===== config.mk =====
export PLATFORM = sky130hd
export DESIGN_NAME = branch_dispatch_flat
export DESIGN_NICKNAME = d
export VERILOG_FILES = /design/src/rtl/branch_dispatch_pkg.sv /design/src/rtl/branch_dispatch_if.sv /design/src/rtl/branch_dispatch_queue.sv /design/src/rtl/branch_dispatch.sv /design/src/flat_wrapper.sv
export SDC_FILE = /design/constraint.sdc
export NUM_CORES = 2
export LEC_CHECK = 0
export CAP_MARGIN = 20
export CORE_UTILIZATION = 25
export DETAILED_ROUTE_END_ITERATION = 16
export GPL_ROUTABILITY_DRIVEN = 0
export PLACE_DENSITY_LB_ADDON = 0.15
export SKIP_CTS_REPAIR_TIMING = 1
export SYNTH_ARGS = -nofsm -noshare
export SYNTH_HDL_FRONTEND = slang
export SYNTH_SLANG_ARGS = --single-unit

===== constraint.sdc =====
create_clock -name clk -period 64.6 [get_ports clk]
set_input_delay 9.69 -clock clk [delete_from_list [all_inputs] [get_ports clk]]
set_output_delay 9.69 -clock clk [all_outputs]
set_load 0.02 [all_outputs]

===== src/rtl/branch_dispatch_pkg.sv =====
// Shared types and constants for the branch dispatch path: tag/op encodings,
// the queued branch entry and the broadcast snoop helper.
package branch_dispatch_pkg;
    localparam int DATA_W = 32;
    localparam int TAG_W  = 5;
    localparam int OP_W   = 4;

    localparam logic [TAG_W-1:0] TAG_INVALID = '1;

    localparam logic [OP_W-1:0] OP_BEQ  = 4'd0;
    localparam logic [OP_W-1:0] OP_BNE  = 4'd1;
    localparam logic [OP_W-1:0] OP_BLT  = 4'd4;
    localparam logic [OP_W-1:0] OP_BGE  = 4'd5;
    localparam logic [OP_W-1:0] OP_BLTU = 4'd6;
    localparam logic [OP_W-1:0] OP_BGEU = 4'd7;

    typedef struct packed {
        logic                     valid;
        logic [OP_W-1:0]          op;
        logic [DATA_W-1:0]        pc;
        logic [DATA_W-1:0]        offset;
        logic [1:2][DATA_W-1:0]   val;
        logic [1:2][TAG_W-1:0]    tag;
    } branch_dispatch_entry;

    // A broadcast on TAG_INVALID must never overwrite an already-valid operand.
    function automatic branch_dispatch_entry snoop_entry(
        input branch_dispatch_entry e,
        input logic                 bv,
        input logic [TAG_W-1:0]     bt,
        input logic [DATA_W-1:0]    bval
    );
        branch_dispatch_entry r;
        r = e;
        if (e.valid && bv && bt != TAG_INVALID && e.tag[1] == bt) begin
            r.val[1] = bval;
            r.tag[1] = TAG_INVALID;
        end
        if (e.valid && bv && bt != TAG_INVALID && e.tag[2] == bt) begin
            r.val[2] = bval;
            r.tag[2] = TAG_INVALID;
        end
        return r;
    endfunction
endpackage


===== src/rtl/branch_dispatch_if.sv =====
// Decoder / broadcast / ROB / branch-unit signals of the branch dispatch stage.
interface branch_dispatch_if;
    import branch_dispatch_pkg::*;

    logic              flush;
    logic              in_valid;
    logic              in_ready;
    logic [OP_W-1:0]   in_op;
    logic [DATA_W-1:0] in_pc;
    logic [DATA_W-1:0] in_offset;
    logic [DATA_W-1:0] in_val1;
    logic [DATA_W-1:0] in_val2;
    logic [TAG_W-1:0]  in_tag1;
    logic [TAG_W-1:0]  in_tag2;
    logic              bcast_valid;
    logic [TAG_W-1:0]  bcast_tag;
    logic [DATA_W-1:0] bcast_val;
    logic              rob_alloc_req;
    logic              rob_alloc_gnt;
    logic [TAG_W-1:0]  rob_alloc_tag;
    logic [TAG_W-1:0]  rs_issue_tag;
    logic [TAG_W-1:0]  rs_target;
    logic [DATA_W-1:0] rs_val1;
    logic [DATA_W-1:0] rs_val2;
    logic [TAG_W-1:0]  rs_tag1;
    logic [TAG_W-1:0]  rs_tag2;
    logic [DATA_W-1:0] rs_pc;
    logic [DATA_W-1:0] rs_offset;
    logic [OP_W-1:0]   rs_op;
    logic [2:0]        credits;

    modport master (
        input  flush, in_valid, in_op, in_pc, in_offset, in_val1, in_val2, in_tag1, in_tag2,
               bcast_valid, bcast_tag, bcast_val, rob_alloc_gnt, rob_alloc_tag, rs_issue_tag,
        output in_ready, rob_alloc_req, rs_target, rs_val1, rs_val2, rs_tag1, rs_tag2,
               rs_pc, rs_offset, rs_op, credits
    );

    modport slave (
        output flush, in_valid, in_op, in_pc, in_offset, in_val1, in_val2, in_tag1, in_tag2,
               bcast_valid, bcast_tag, bcast_val, rob_alloc_gnt, rob_alloc_tag, rs_issue_tag,
        input  in_ready, rob_alloc_req, rs_target, rs_val1, rs_val2, rs_tag1, rs_tag2,
               rs_pc, rs_offset, rs_op, credits
    );
endinterface


===== src/rtl/branch_dispatch_queue.sv =====
// Circular queue of pending branches; every stored entry snoops the result
// broadcast each cycle, and the push path applies the same-cycle broadcast.
module branch_dispatch_queue
    import branch_dispatch_pkg::*;
#(
    parameter int DEPTH = 4
) (
    input  logic                 clk,
    input  logic                 rst,
    input  logic                 flush,
    input  logic                 push,
    input  logic                 pop,
    input  branch_dispatch_entry push_entry,
    input  logic                 bcast_valid,
    input  logic [TAG_W-1:0]     bcast_tag,
    input  logic [DATA_W-1:0]    bcast_val,
    output branch_dispatch_entry head,
    output logic                 empty,
    output logic                 full
);
    localparam int PTR_W = $clog2(DEPTH) + 1;

    branch_dispatch_entry mem_q [DEPTH];
    branch_dispatch_entry mem_d [DEPTH];
    logic [PTR_W-1:0] wr_ptr_q, wr_ptr_d;
    logic [PTR_W-1:0] rd_ptr_q, rd_ptr_d;

    // Extra pointer MSB distinguishes full from empty when the indices match.
    assign empty = (wr_ptr_q == rd_ptr_q);
    assign full  = (wr_ptr_q[PTR_W-1] != rd_ptr_q[PTR_W-1]) &&
                   (wr_ptr_q[PTR_W-2:0] == rd_ptr_q[PTR_W-2:0]);
    assign head  = snoop_entry(mem_q[rd_ptr_q[PTR_W-2:0]], bcast_valid, bcast_tag, bcast_val);

    always_comb begin
        wr_ptr_d = wr_ptr_q;
        rd_ptr_d = rd_ptr_q;
        for (int i = 0; i < DEPTH; i++) begin
            mem_d[i] = snoop_entry(mem_q[i], bcast_valid, bcast_tag, bcast_val);
        end
        if (flush) begin
            rd_ptr_d = wr_ptr_q;
            for (int i = 0; i < DEPTH; i++) begin
                mem_d[i].valid = 1'b0;
            end
        end else begin
            if (pop) begin
                mem_d[rd_ptr_q[PTR_W-2:0]].valid = 1'b0;
                rd_ptr_d = rd_ptr_q + PTR_W'(1);
            end
            if (push) begin
                mem_d[wr_ptr_q[PTR_W-2:0]] = snoop_entry(push_entry, bcast_valid, bcast_tag, bcast_val);
                wr_ptr_d = wr_ptr_q + PTR_W'(1);
            end
        end
    end

    always_ff @(posedge clk or posedge rst) begin
        if (rst) begin
            wr_ptr_q <= '0;
            rd_ptr_q <= '0;
            for (int i = 0; i < DEPTH; i++) begin
                mem_q[i] <= '0;
            end
        end else begin
            wr_ptr_q <= wr_ptr_d;
            rd_ptr_q <= rd_ptr_d;
            for (int i = 0; i < DEPTH; i++) begin
                mem_q[i] <= mem_d[i];
            end
        end
    end
endmodule


===== src/rtl/branch_dispatch.sv =====
// Branch dispatch stage: queues decoded branches, pairs the head with a ROB tag
// and sends one entry per cycle to the branch unit under a credit limit.
module branch_dispatch
    import branch_dispatch_pkg::*;
#(
    parameter int QUEUE_DEPTH = 4,
    parameter int RS_CREDITS  = 4
) (
    input  logic                clk,
    input  logic                rst,
    branch_dispatch_if.master   bus
);
    localparam logic [2:0] CREDITS_MAX = 3'(RS_CREDITS);

    branch_dispatch_entry push_entry, q_head;
    logic q_empty, q_full, push, dispatch, credit_ret, credit_overflow;

    logic [2:0]             credits_q, credits_d;
    logic [TAG_W-1:0]       rs_target_q, rs_target_d;
    logic [OP_W-1:0]        rs_op_q, rs_op_d;
    logic [DATA_W-1:0]      rs_pc_q, rs_pc_d;
    logic [DATA_W-1:0]      rs_offset_q, rs_offset_d;
    logic [1:2][DATA_W-1:0] rs_val_q, rs_val_d;
    logic [1:2][TAG_W-1:0]  rs_tag_q, rs_tag_d;

    always_comb begin
        push_entry        = '0;
        push_entry.valid  = 1'b1;
        push_entry.op     = bus.in_op;
        push_entry.pc     = bus.in_pc;
        push_entry.offset = bus.in_offset;
        push_entry.val[1] = bus.in_val1;
        push_entry.val[2] = bus.in_val2;
        push_entry.tag[1] = bus.in_tag1;
        push_entry.tag[2] = bus.in_tag2;
    end

    // No pop-to-ready bypass: a full queue refuses input even while popping.
    assign bus.in_ready      = !q_full;
    assign push              = bus.in_valid && !q_full && !bus.flush;
    assign bus.rob_alloc_req = !q_empty && (credits_q != 3'd0) && !bus.flush;
    assign dispatch          = bus.rob_alloc_req && bus.rob_alloc_gnt;
    assign credit_ret        = (bus.rs_issue_tag != TAG_INVALID);
    assign credit_overflow   = credit_ret && !dispatch && !bus.flush && (credits_q == CREDITS_MAX);

    branch_dispatch_queue #(.DEPTH(QUEUE_DEPTH)) u_queue (
        .clk         (clk),
        .rst         (rst),
        .flush       (bus.flush),
        .push        (push),
        .pop         (dispatch),
        .push_entry  (push_entry),
        .bcast_valid (bus.bcast_valid),
        .bcast_tag   (bus.bcast_tag),
        .bcast_val   (bus.bcast_val),
        .head        (q_head),
        .empty       (q_empty),
        .full        (q_full)
    );

    always_comb begin
        credits_d = credits_q;
        if (bus.flush) begin
            credits_d = CREDITS_MAX;
        end else if (dispatch && !credit_ret) begin
            credits_d = credits_q - 3'd1;
        end else if (credit_ret && !dispatch && !credit_overflow) begin
            credits_d = credits_q + 3'd1;
        end
    end

    always_comb begin
        rs_target_d = TAG_INVALID;
        rs_op_d     = rs_op_q;
        rs_pc_d     = rs_pc_q;
        rs_offset_d = rs_offset_q;
        rs_val_d    = rs_val_q;
        rs_tag_d    = rs_tag_q;
        if (dispatch) begin
            rs_target_d = bus.rob_alloc_tag;
            rs_op_d     = q_head.op;
            rs_pc_d     = q_head.pc;
            rs_offset_d = q_head.offset;
            rs_val_d    = q_head.val;
            rs_tag_d    = q_head.tag;
        end
    end

    always_ff @(posedge clk or posedge rst) begin
        if (rst) begin
            credits_q   <= CREDITS_MAX;
            rs_target_q <= TAG_INVALID;
            rs_op_q     <= '0;
            rs_pc_q     <= '0;
            rs_offset_q <= '0;
            rs_val_q    <= '0;
            rs_tag_q    <= '0;
        end else begin
            credits_q   <= credits_d;
            rs_target_q <= rs_target_d;
            rs_op_q     <= rs_op_d;
            rs_pc_q     <= rs_pc_d;
            rs_offset_q <= rs_offset_d;
            rs_val_q    <= rs_val_d;
            rs_tag_q    <= rs_tag_d;
        end
    end

    assign bus.credits   = credits_q;
    assign bus.rs_target = rs_target_q;
    assign bus.rs_op     = rs_op_q;
    assign bus.rs_pc     = rs_pc_q;
    assign bus.rs_offset = rs_offset_q;
    assign bus.rs_val1   = rs_val_q[1];
    assign bus.rs_val2   = rs_val_q[2];
    assign bus.rs_tag1   = rs_tag_q[1];
    assign bus.rs_tag2   = rs_tag_q[2];

    // The branch unit must never return more credits than it was given.
    a_credit_overflow: assert property (@(posedge clk) disable iff (rst) !credit_overflow);
    a_head_valid:      assert property (@(posedge clk) disable iff (rst) !q_empty |-> q_head.valid);
endmodule


===== src/flat_wrapper.sv =====
// flat-port wrapper written by rule: the top's interface ports become plain ports
module branch_dispatch_flat import branch_dispatch_pkg::*;
#(
    parameter int QUEUE_DEPTH = 4,
    parameter int RS_CREDITS  = 4
)
  (clk, rst, bus_flush, bus_in_valid, bus_in_op, bus_in_pc, bus_in_offset, bus_in_val1, bus_in_val2, bus_in_tag1, bus_in_tag2, bus_bcast_valid, bus_bcast_tag, bus_bcast_val, bus_rob_alloc_gnt, bus_rob_alloc_tag, bus_rs_issue_tag, bus_in_ready, bus_rob_alloc_req, bus_rs_target, bus_rs_val1, bus_rs_val2, bus_rs_tag1, bus_rs_tag2, bus_rs_pc, bus_rs_offset, bus_rs_op, bus_credits);
  branch_dispatch_if bus_i ();
  input  logic clk;
  input  logic rst;
  input wire logic [$bits(bus_i.flush)-1:0] bus_flush;
  input wire logic [$bits(bus_i.in_valid)-1:0] bus_in_valid;
  input wire logic [$bits(bus_i.in_op)-1:0] bus_in_op;
  input wire logic [$bits(bus_i.in_pc)-1:0] bus_in_pc;
  input wire logic [$bits(bus_i.in_offset)-1:0] bus_in_offset;
  input wire logic [$bits(bus_i.in_val1)-1:0] bus_in_val1;
  input wire logic [$bits(bus_i.in_val2)-1:0] bus_in_val2;
  input wire logic [$bits(bus_i.in_tag1)-1:0] bus_in_tag1;
  input wire logic [$bits(bus_i.in_tag2)-1:0] bus_in_tag2;
  input wire logic [$bits(bus_i.bcast_valid)-1:0] bus_bcast_valid;
  input wire logic [$bits(bus_i.bcast_tag)-1:0] bus_bcast_tag;
  input wire logic [$bits(bus_i.bcast_val)-1:0] bus_bcast_val;
  input wire logic [$bits(bus_i.rob_alloc_gnt)-1:0] bus_rob_alloc_gnt;
  input wire logic [$bits(bus_i.rob_alloc_tag)-1:0] bus_rob_alloc_tag;
  input wire logic [$bits(bus_i.rs_issue_tag)-1:0] bus_rs_issue_tag;
  output wire logic [$bits(bus_i.in_ready)-1:0] bus_in_ready;
  output wire logic [$bits(bus_i.rob_alloc_req)-1:0] bus_rob_alloc_req;
  output wire logic [$bits(bus_i.rs_target)-1:0] bus_rs_target;
  output wire logic [$bits(bus_i.rs_val1)-1:0] bus_rs_val1;
  output wire logic [$bits(bus_i.rs_val2)-1:0] bus_rs_val2;
  output wire logic [$bits(bus_i.rs_tag1)-1:0] bus_rs_tag1;
  output wire logic [$bits(bus_i.rs_tag2)-1:0] bus_rs_tag2;
  output wire logic [$bits(bus_i.rs_pc)-1:0] bus_rs_pc;
  output wire logic [$bits(bus_i.rs_offset)-1:0] bus_rs_offset;
  output wire logic [$bits(bus_i.rs_op)-1:0] bus_rs_op;
  output wire logic [$bits(bus_i.credits)-1:0] bus_credits;
  assign bus_i.flush = bus_flush;
  assign bus_i.in_valid = bus_in_valid;
  assign bus_i.in_op = bus_in_op;
  assign bus_i.in_pc = bus_in_pc;
  assign bus_i.in_offset = bus_in_offset;
  assign bus_i.in_val1 = bus_in_val1;
  assign bus_i.in_val2 = bus_in_val2;
  assign bus_i.in_tag1 = bus_in_tag1;
  assign bus_i.in_tag2 = bus_in_tag2;
  assign bus_i.bcast_valid = bus_bcast_valid;
  assign bus_i.bcast_tag = bus_bcast_tag;
  assign bus_i.bcast_val = bus_bcast_val;
  assign bus_i.rob_alloc_gnt = bus_rob_alloc_gnt;
  assign bus_i.rob_alloc_tag = bus_rob_alloc_tag;
  assign bus_i.rs_issue_tag = bus_rs_issue_tag;
  assign bus_in_ready = bus_i.in_ready;
  assign bus_rob_alloc_req = bus_i.rob_alloc_req;
  assign bus_rs_target = bus_i.rs_target;
  assign bus_rs_val1 = bus_i.rs_val1;
  assign bus_rs_val2 = bus_i.rs_val2;
  assign bus_rs_tag1 = bus_i.rs_tag1;
  assign bus_rs_tag2 = bus_i.rs_tag2;
  assign bus_rs_pc = bus_i.rs_pc;
  assign bus_rs_offset = bus_i.rs_offset;
  assign bus_rs_op = bus_i.rs_op;
  assign bus_credits = bus_i.credits;
  branch_dispatch #(.QUEUE_DEPTH(QUEUE_DEPTH), .RS_CREDITS(RS_CREDITS)) u_core (.clk(clk), .rst(rst), .bus(bus_i));
endmodule

==> out/qor.yml <==
p_total_mw: 2.24
drt_first_pass_iters: 5
finalMaxSlewViolations: 0
grt_pass1_vias: 27886
die_y_um: 375
status: "finished clean"
rrSetupSlack_ns: 60.29
syn-num-nets: 2914
rsz0062_at_grt: "false"
synthTopCellsByArea: "dfrtp_1 52%, mux4_2 9.2%, mux2_2 8.8%, o32a_1 7.4%, o21a_1 5.5%"
postSynthAreaPerCell_um2: 12.8
synth_top_area_share_pct: 52.0
syn_inst: 2710
cp_data_required_time_ns: 54.91
synth_cell_types: 48
core_mm2: 0.138
grt_max_degree: 182
syn_area_mm2: 0.0348
worst_clock_skew_ns: 0.0379
p_leak_nw: 16.6
grt_pass1_wl_um: 190000
tns_ns: 0
via_per_inst: 5.24
finalCritPeriodShare_pct: 32.9
io_buffers: 346
io_pins: 347
cts_root_buf: "clkbuf_16"
worstPathMaxFanout: 12
remaining_drc_errors: 0
area_growth_pct: 22.7
clk_path_buf_depth: 3
peakVddDrop_mv: 0.0347
grt.total_usage_pct: 18.2
cp_common_cell: "clkdlybuf4s50_1"
cts.reportedPaths.clkPinSlew_ns: 0.06
crit_path_top_delay_cell: "clkdlybuf4s50_1"
cts_tree: "built"
nets: 3130
fin_crit_ns: 21.27
synth_seq_cells: 728
setup_violations: 0
start_util_pct: 25.2
powerDensity_mw_per_mm2: 52.4
dieArea_mm2: 0.141
synth_top_flop_cell: "dfrtp_1"
ys_warn_count: 0
hp-class: "register to register"
cts_max_level: 3
drt_iter0_markers: 1561
end_kind: "output port"
arrival_ns: 11.58
slew_headroom_pct: 23.8
dp_hpwl_um: 73400
path_buf_inv: 3
drt-wirelength-per-cell_um: 26.8
mostFrequentLayoutCell: "dfrtp_1"
overflow: 0
worstSetupPathType: "primary input to output port"
drive_above_1_share_pct: 21.6
path_cells: "clkdlybuf4s50_1 -> inv_1 -> o311a_1 -> clkdlybuf4s50_1"
synthArstFlopShare_pct: 100
cts_sinks: 728
synth_edf_count: 0
yosysSeqAreaShare_pct: 52.4
maxCapViolations: 0
max_freq_ghz: 0.0470
synth_top_cell_by_area: "dfrtp_1"
vias: 25125
layout_common_cells: "720 x dfrtp_1, 346 x clkdlybuf4s50_1, 272 x mux2_2, 256 x o32a_1, 256 x o21a_1"
fp.dieW_um: 375
cp-start-kind: "primary input"
rows: 136
final.fill_count: 13706
max_stage_delay_ns: 0.71
wl_um: 129000
worstSkewPairLatency_ns: 0.72
ant_nets: 0
tightest_slew_ns: 1.14
antenna_found_initial: 21
path_delay_family: "buffers and inverters"
cts_buffers: 90
hold_viol_final: 0
power breakdown:
part	internal, mW	leakage, nW	switching, mW
Clock	0.298	1.45	0.215
Sequential	0.681	8.47	0.139
Combinational	0.470	6.63	0.434
cell usage after synthesis (10+ instances only):
cell,n
a31oi_1,64
dfrtp_1,722
mux4_2,142
buf_1,27
nand2_1,215
o21ai_0,71
a21oi_1,111
o32a_1,256
nor2_1,139
buf_2,94
nand3_1,17
xnor2_1,45
buf_6,38
o21a_1,256
clkbuf_2,22
nor4_1,11
mux2_2,272
xor2_1,22
clkbuf_1,88
inv_1,10
flip-flops by register name (all words and copies together) (netlist names):
| register | cells |
|---|---|
| u_core.u_queue.rd_ptr_q | 3 |
| u_core.bus.rs_val2 | 32 |
| u_core.u_queue.mem_q | 572 |
| u_core.bus.rs_val1 | 32 |
| u_core.u_queue.wr_ptr_q | 3 |
| u_core.bus.credits | 3 |
| u_core.bus.rs_tag2 | 5 |
| u_core.bus.rs_offset | 32 |
| u_core.bus.rs_pc | 32 |
| u_core.bus.rs_op | 4 |
| u_core.bus.rs_target | 5 |
| u_core.bus.rs_tag1 | 5 |
cells by family (layout without fill, tap and decap cells):
family                     after synthesis  after routing  share of synthesized area [%]
AOI/OAI and AO/OA                      788            788                           17.9
xor gates and xnor gates                69             69                           1.81
adders and majority gates                9              9                          0.346
buffers and inverters                  288            574                           4.47
DFF                                    728            728                           52.4
muxes                                  423            423                           18.3
other                                    0              3                              0
and+or+nand+nor                        405            405                           4.71
final timing paths:
kind | from | end | cells past startpoint
min in group asynchronous | rst | u_core.bus.rs_pc[11]$_DFFE_PP0N_ | 2
max | bus_flush | bus_rob_alloc_req | 4
min reg2reg | u_core.bus.rs_offset[11]$_DFFE_PP0N_ | u_core.bus.rs_offset[11]$_DFFE_PP0N_ | 2
max reg2reg | u_core.u_queue.rd_ptr_q[1]$_DFFE_PP0P_ | u_core.u_queue.mem_q[476]$_DFF_PP0_ | 8
min | u_core.bus.rs_offset[11]$_DFFE_PP0N_ | u_core.bus.rs_offset[11]$_DFFE_PP0N_ | 2
max in group asynchronous | rst | u_core.u_queue.mem_q[442]$_DFF_PP0_ | 5
metal layers:
| metal | GRT usage (%) | share of wire, % |
|---|---|---|
| met5 | 0 | 0.13 |
| met4 | 6.59 | 2.7 |
| met3 | 4.67 | 6.8 |
| met2 | 30.2 | 49 |
| met1 | 22.7 | 42 |
final cells by class:
type,instances,area [um^2],share of cell area [%]
multi-input cells,1694,15200,35.6
inverters,10,45.0,0.106
repair buffers,402,3970,9.31
clock inverters,26,388,0.909
clock buffers,136,2580,6.06
well taps,1794,2240,5.26
diodes,3,7.51,0.0176
flip-flops and latches,728,18200,42.7
metrics by stage:
stage | instances | hold slack, ns | util [%] | worst slack, ns | instance area (um^2)
floorplan | 2710 | 0.474 | - | 34.50 | 34800
global placement | 4627 | 0.459 | 28.8 | 43.31 | 39700
detailed placement | 4627 | 0.461 | 28.8 | 43.29 | 39700
CTS | 4789 | 0.477 | 31.0 | 43.28 | 42600
global route | 4792 | 0.498 | 31.0 | 43.20 | 42600
finish | 4793 | 0.471 | 31.0 | 43.33 | 42700
worst register-to-register path: stages, from the launching register on:
cell      delay, ns
dfrtp_4        0.74
xor2_2         0.37
o311ai_4       0.33
buf_4          0.67
buf_4          0.92
o41ai_4        0.37
buf_4          0.40
o32a_1         0.27
o21a_1         0.11
Note: power is estimated with default switching activity, not from simulation.
